<file path="src/rtl/pipe_hazard_ctrl.sv">
// Hazard, forwarding and halt controller for the 5-stage MIPS pipeline.
// Drives PC/IF/ID/ID/EX controls, ALU forward selects and saturating performance counters.
module pipe_hazard_ctrl #(
  parameter int unsigned RA_W       = 5,
  parameter int unsigned LOAD_STALL = 1,
  parameter int unsigned CNT_W      = 16
) (
  input  logic             clk,
  input  logic             reset,
  input  logic [RA_W-1:0]  rs_D,
  input  logic [RA_W-1:0]  rt_D,
  input  logic             usesRt_D,
  input  logic             syscall_D,
  input  logic             syscall_W,
  input  logic [RA_W-1:0]  rs_E,
  input  logic [RA_W-1:0]  rt_E,
  input  logic [RA_W-1:0]  writeReg_E,
  input  logic             memRead_E,
  input  logic             pcSrc_E,
  input  logic [RA_W-1:0]  writeReg_M,
  input  logic [RA_W-1:0]  writeReg_W,
  input  logic             regWrite_M,
  input  logic             regWrite_W,
  output logic             pcWrite,
  output logic             ifIdWrite,
  output logic             ifIdFlush,
  output logic             idExFlush,
  output logic [1:0]       fwdA,
  output logic [1:0]       fwdB,
  output logic             halted,
  output logic [CNT_W-1:0] cycleCount,
  output logic [CNT_W-1:0] stallCount,
  output logic [CNT_W-1:0] flushCount
);

  localparam int unsigned RemW = (LOAD_STALL > 1) ? $clog2(LOAD_STALL) : 1;
  localparam logic [RemW-1:0] RemInit = RemW'(LOAD_STALL - 1);

  typedef enum logic [1:0] {StRun, StDrain, StHalted} state_e;

  state_e            state_q;
  logic [RemW-1:0]   stallRemain_q;
  logic              hazard;
  logic              stall;

  logic              fwdMA, fwdWA, fwdMB, fwdWB;

  assign fwdMA = regWrite_M && (writeReg_M != '0) && (writeReg_M == rs_E);
  assign fwdWA = regWrite_W && (writeReg_W != '0) && (writeReg_W == rs_E);
  assign fwdMB = regWrite_M && (writeReg_M != '0) && (writeReg_M == rt_E);
  assign fwdWB = regWrite_W && (writeReg_W != '0) && (writeReg_W == rt_E);

  // Memory stage holds the newer value, so it wins over Write Back.
  assign fwdA = fwdMA ? 2'b10 : (fwdWA ? 2'b01 : 2'b00);
  assign fwdB = fwdMB ? 2'b10 : (fwdWB ? 2'b01 : 2'b00);

  assign hazard = memRead_E && (writeReg_E != '0) &&
                  ((writeReg_E == rs_D) || (usesRt_D && (writeReg_E == rt_D)));

  assign stall = (hazard || (stallRemain_q != '0)) && !pcSrc_E && (state_q == StRun);

  // Controls depend on same-cycle hazard/branch inputs, so they are decoded from state here.
  always_comb begin
    pcWrite   = 1'b1;
    ifIdWrite = 1'b1;
    ifIdFlush = 1'b0;
    idExFlush = 1'b0;
    halted    = 1'b0;
    if (reset) begin
      pcWrite   = 1'b0;
      ifIdWrite = 1'b0;
      ifIdFlush = 1'b1;
      idExFlush = 1'b1;
    end else begin
      unique case (state_q)
        StRun: begin
          if (pcSrc_E) begin
            ifIdFlush = 1'b1;
            idExFlush = 1'b1;
          end else if (stall) begin
            pcWrite   = 1'b0;
            ifIdWrite = 1'b0;
            idExFlush = 1'b1;
          end
        end
        StDrain: begin
          pcWrite   = 1'b0;
          ifIdFlush = 1'b1;
        end
        default: begin
          pcWrite   = 1'b0;
          ifIdWrite = 1'b0;
          ifIdFlush = 1'b1;
          idExFlush = 1'b1;
          halted    = 1'b1;
        end
      endcase
    end
  end

  always_ff @(posedge clk) begin
    if (reset) begin
      state_q       <= StRun;
      stallRemain_q <= '0;
      cycleCount    <= '0;
      stallCount    <= '0;
      flushCount    <= '0;
    end else begin
      unique case (state_q)
        StRun:   if (syscall_D && !pcSrc_E && !stall) state_q <= StDrain;
        StDrain: if (syscall_W) state_q <= StHalted;
        default: ;
      endcase

      if (pcSrc_E) begin
        stallRemain_q <= '0;
      end else if (hazard && (state_q == StRun)) begin
        stallRemain_q <= RemInit;
      end else if (stallRemain_q != '0) begin
        stallRemain_q <= stallRemain_q - 1'b1;
      end

      if (state_q != StHalted) begin
        if (cycleCount != '1) cycleCount <= cycleCount + 1'b1;
        if (stall && (stallCount != '1)) stallCount <= stallCount + 1'b1;
        if (pcSrc_E && (flushCount != '1)) flushCount <= flushCount + 1'b1;
      end
    end
  end

endmodule

</file>
<file path="config.mk">
export PLATFORM = sky130hd
export DESIGN_NAME = pipe_hazard_ctrl
export DESIGN_NICKNAME = d
export VERILOG_FILES = /design/src/rtl/pipe_hazard_ctrl.sv
export SDC_FILE = /design/constraint.sdc
export NUM_CORES = 1
export LEC_CHECK = 0
export ABC_AREA = 1
export BUFFER_PORTS_ARGS = -buffer_cell sky130_fd_sc_hd__clkbuf_2
export CAP_MARGIN = 20
export CORE_ASPECT_RATIO = 0.8
export CORE_MARGIN = 5
export CORE_UTILIZATION = 24
export DETAILED_ROUTE_END_ITERATION = 6
export PLACE_DENSITY = 0.44
export SLEW_MARGIN = 20
export SYNTH_ARGS = -nofsm -noshare
export SYNTH_HDL_FRONTEND = slang
export SYNTH_SLANG_ARGS = --single-unit
</file>
<file path="constraint.sdc">
create_clock -name clk -period 1.9 [get_ports clk]
set_clock_uncertainty 0.15 [all_clocks]
set_input_delay 0.19 -clock clk [delete_from_list [all_inputs] [get_ports clk]]
set_output_delay 0.19 -clock clk [all_outputs]
set_load 0.03 [all_outputs]
</file>
After elaboration in Yosys (flattened, before gate mapping):

Cells that the tools add are included.

* flip-flop bits (word level): 51
* input port bits: 44
* output and inout port bits: 57

* add/sub/neg operators: 4
* eq/ne operators: 13
* multiplexer cells: 22
* bitwise logic cells: 1
* reduce and logical (&&, ||, !) cells: 31

Operators with widths (number)
* 16-bit by 1-bit adder with 16-bit output, second input constant: 3
* 16-bit != test, second input constant: 3
* 5-bit equality test: 6
* 1-bit logical AND: 16
* 1-bit two-way mux: 15
* 5-bit nonzero test: 3
* 2-bit two-way mux: 4
* 2-bit AND reduction: 3
* 2-bit != test, second input constant: 2
* 1-bit case mux with 2 select lines: 2
* 2-bit case mux with 2 select lines: 1
* 4-bit OR reduction: 1
* 3-bit AND reduction: 1
* 2-bit by 1-bit equality test with 1-bit output, second input constant: 1
* 1-bit zero test: 2
* 2-bit zero test: 1
* 1-bit logical OR: 2
* 2-bit by 1-bit != test with 1-bit output, second input constant: 1
* 2-bit nonzero test: 1
* 2-bit OR reduction: 1
* 1-bit inverter: 1
* 1-bit subtractor, second input constant: 1

Longest topological paths before layout:

* depth in word-level cells: 11
* depth in mapped cells: 12
* depth with buffers taken out: 12

Worst setup path before layout:

OpenSTA, ideal clock, no wires.

* path kind: register to register
* start: register stallCount[0]
* end: register stallCount[6]
* arrival time: 1668 ps
* required time: 1682 ps
* path slack: 14 ps
* stages on the path, launching flop included: 9
* buffers on the path: 1
* clock period less this slack: 1886 ps
* cells stage by stage: dfxtp_1 -> ha_1 -> nand4_4 -> nor2_4 -> a21oi_4 -> nand3_4 -> buf_12 -> nand2_1 -> a21oi_2

* word-level cells in the longest chain between the ends: 3

RTL lines
* from (decl): RTL line 32 `output logic [CNT_W-1:0] stallCount,`
* from (signal assigned): RTL line 125 `if (stall && (stallCount != '1)) stallCount <= stallCount + 1'b1;`
* parallel branches: the longest is 3 deep, another holds 16-bit by 1-bit adder with 16-bit output

Parallel ways; which one is timed is not known.
A chain may end at the register's enable or synchronous reset.

Worst setup path in the final report:

* start: register state_q[0]
* end: output ifIdFlush

* word-level cells in the longest chain between the ends: 3

RTL lines
* from (decl): RTL line 41 `state_e state_q;`
* from (signal assigned): RTL line 103 `state_q <= StRun;`
* from (signal assigned): RTL line 110 `StRun: if (syscall_D && !pcSrc_E && !stall) state_q <= StDrain;`
* from (signal assigned): RTL line 111 `StDrain: if (syscall_W) state_q <= StHalted;`
* 2-bit zero test: RTL line 75 `unique case (state_q)`
* 1-bit two-way mux: RTL line 75
* 1-bit two-way mux: RTL line 69 `if (reset) begin`
* to (decl): RTL line 26 `output logic ifIdFlush,`

Every way passes these cells.

==> impl_metrics.yaml <==
logic_synthesis:
  synth_top_flop_cell: "dfxtp_1"
  ys_warn_count: 0
  synth_top_cell_by_area: "dfxtp_1"
  yosysSeqAreaShare_pct: 29.39
  synth_top_area_share_pct: 29.39
  postSynthCellCount: 519
  synthTopCellsByArea: "dfxtp_1 29%, nand2_1 14%, xor2_1 6.8%"
  synth.distinct_cells: 36
  synth-edff-count: 0
  syn_area_per_cell_sq_um: 6.692
  synthesis.nets: 566
  ys_ff_latch: 51
  netlist_area_sq_um: 3473
  async_flop_share_pct: 0
job:
  cap_violations: 0
routing:
  drt_wl_total_mm: 10.66
  viasPerCell: 4.442
  dr.pass1.iters: 6
  routedWlPerCell_um: 12.87
  drtAntennaViolNets: 0
  drc: 0
  drtIter0Drc: 216
  num_vias: 3678
power_and_ir_drop:
  p_sw_share_pct: 28.47
  comb_power_share_pct: 16.2
  p_leak_nw: 1.888
  pwr-share-clk_pct: 38.3
  p_sw_mw: 0.6847
  ir_worst_vdd_v: 0.0002982
  p_seq_share_pct: 45.5
  p_int_mw: 1.720
  p_per_area_nw_per_um2: 534.1
floorplan:
  die_h_um: 117.6
  start_util_pct: 24.38
  core_sq_um: 14250
  boundaryPins: 101
  rows: 39
  die_w_um: 144.5
  die-area_sq_um: 16990
worst_setup_path:
  reg2reg_depth: 9
  cp_data_required_time_ns: 1.56
  startpoint_type: "register"
  critPathCaptureType: "output port"
  r2r_start: "flushCount[0]"
  rrSetupSlack_ns: 0.14
  crit_path_max_fanout: 13
  arrival_ns: 1.44
  reg2reg_to: "flushCount[5]"
  worstSetupPathType: "register to output port"
cells_and_area:
  drive_above_1_share_pct: 27.64
  n_antenna_cell: 0
  layout_common_cells: "130 x nand2_1, 99 x clkbuf_2, 54 x inv_1, 53 x nor2_1, 51 x dfxtp_1"
  stdcell_count: 828
  final_common_cell: "nand2_1"
  fin_nets: 690
  area.growth.synth_to_final_pct: 29.65
  fillers: 1588
  utilization_pct: 31.60
timing:
  slew_violations: 0
  setup_viol: 0
  fin_ws_ns: 0.1213
  whs_ns: 0.02174
  final.period_utilization_pct: 93.61
  fmax_ghz: 0.5622
  final.min_clock_period_ns: 1.779
  hold_viol: 0
  rsz0062_at_grt: "yes"
  tns_ns: 0
placement:
  port_buffers: 100
  post-place-cells: 820
  post-dp-hpwl_mm: 8.549
  place_ws_ns: 0.1222
  gp_congestion: 0.8717
worst_hold_path:
  hp-class: "input port to register"
  hold_depth: 3
  hold_start: "syscall_W"
  whs_endpoint: "state_q[1]"
run_status:
  outcome: "finished clean"
clock_tree:
  cts-buffers-inserted: 5
  h-tree-depth: 2
  clk_pin_slew_worst_paths_ns: 0.07
  clockBufferDepth: 2
  clkSinkCount: 51
  cts_hold_buf: 0
  cts_tree: "done"
  clk_latency_ns: 0.30
  cts_root_buf: "clkbuf_16"
grt:
  antenna_found_initial: 0
  grt_max_degree: 20
  grt_pass1_vias: 3652
  overflow: 0
  grt_pass1_wl_mm: 17.89
  grtUsageTotal_pct: 12.56
[routing by layer]
metal | vias to the layer above | track usage (%) | share of wire [%]
li1 | 1927 | - | -
met1 | 1679 | 17.41 | 49
met2 | 68 | 20.34 | 46
met3 | 4 | 2.843 | 5.0
met4 | 0 | 1.748 | 0.52
met5 | - | 0 | 0
[worst max-delay path, stage by stage, from the launching register on]
cell and delay, ns:
dfxtp_1 0.34, nor3_2 0.26, buf_4 0.26, nand2_1 0.08, clkbuf_2 0.20
[stage by stage]
step | cell area, sq um | total power [mW]
finish | 4503 | 2.405
global route | 4503 | 2.519
CTS | 4482 | 2.448
detailed placement | 4340 | 1.508
global placement | 4340 | 1.504
floorplan | 3473 | 1.350
[synthesized netlist by cell type, drive strengths merged (3+ instances only)]
master  count
nand2     136
inv        60
nor2       56
dfxtp      51
a21oi      44
nand4      31
xor2       27
nand3      25
xnor2      20
o21ai      18
nor3       17
buf        12
clkbuf      5
ha          3
nor4        3
[final cells by class]
cell class,count,area (sq um),area share (%)
clock inverter,2,12.51,0.2779
clock buffer,6,128.9,2.862
inverter,60,225.2,5.001
tap,184,230.2,5.113
multi-input combinational,390,2116,46.99
sequential,51,1021,22.67
timing repair buffer,135,769.5,17.09
[how the worst max path moves through the flow]
| stage | from | to | slack [ns] | cells after the start |
|---|---|---|---|---|
| floorplan | stallCount[0] | stallCount[6] | 0.01 | 8 |
| global placement | writeReg_E[4] | idExFlush | 0.15 | 14 |
| detailed placement | writeReg_E[4] | idExFlush | 0.12 | 14 |
| CTS | state_q[0] | idExFlush | 0.05 | 6 |
| global route | flushCount[0] | flushCount[4] | -0.004 | 9 |
| finish | state_q[0] | ifIdFlush | 0.12 | 4 |
[power by group through the flow]
stage                     Sequential (mW)  Clock [mW]  Combinational [mW]
after floorplan                      1.15           0               0.200
after global placement               1.12           0               0.385
after detailed placement             1.12           0               0.388
after CTS                            1.09       0.963               0.390
after global routing                 1.10       0.989               0.434
final                                1.09       0.921               0.390
[sequential cells by signal, indices dropped and copies added (netlist names)]
name,flops
cycleCount,16
stallRemain_q,1
state_q,2
stallCount,16
flushCount,16
[logic make-up after synthesis]
group	count (synthesis)	synth area share, %
DFF	51	29.39
xor gates and xnor gates	47	11.85
and+or+nand+nor	273	36.06
adders and majority gates	3	1.081
AOI/OAI and AO/OA	66	11.24
other	1	0.1080
buffers and inverters	78	10.27
[what timing repair did]
action / in CTS / in global routing
setup endpoints to repair: 0 / 5
endpoints found under the hold margin: 0 / 0
setup buffers: 0 / 0
resized for setup: 0 / 7
Note: power is estimated with default switching activity, not from simulation.
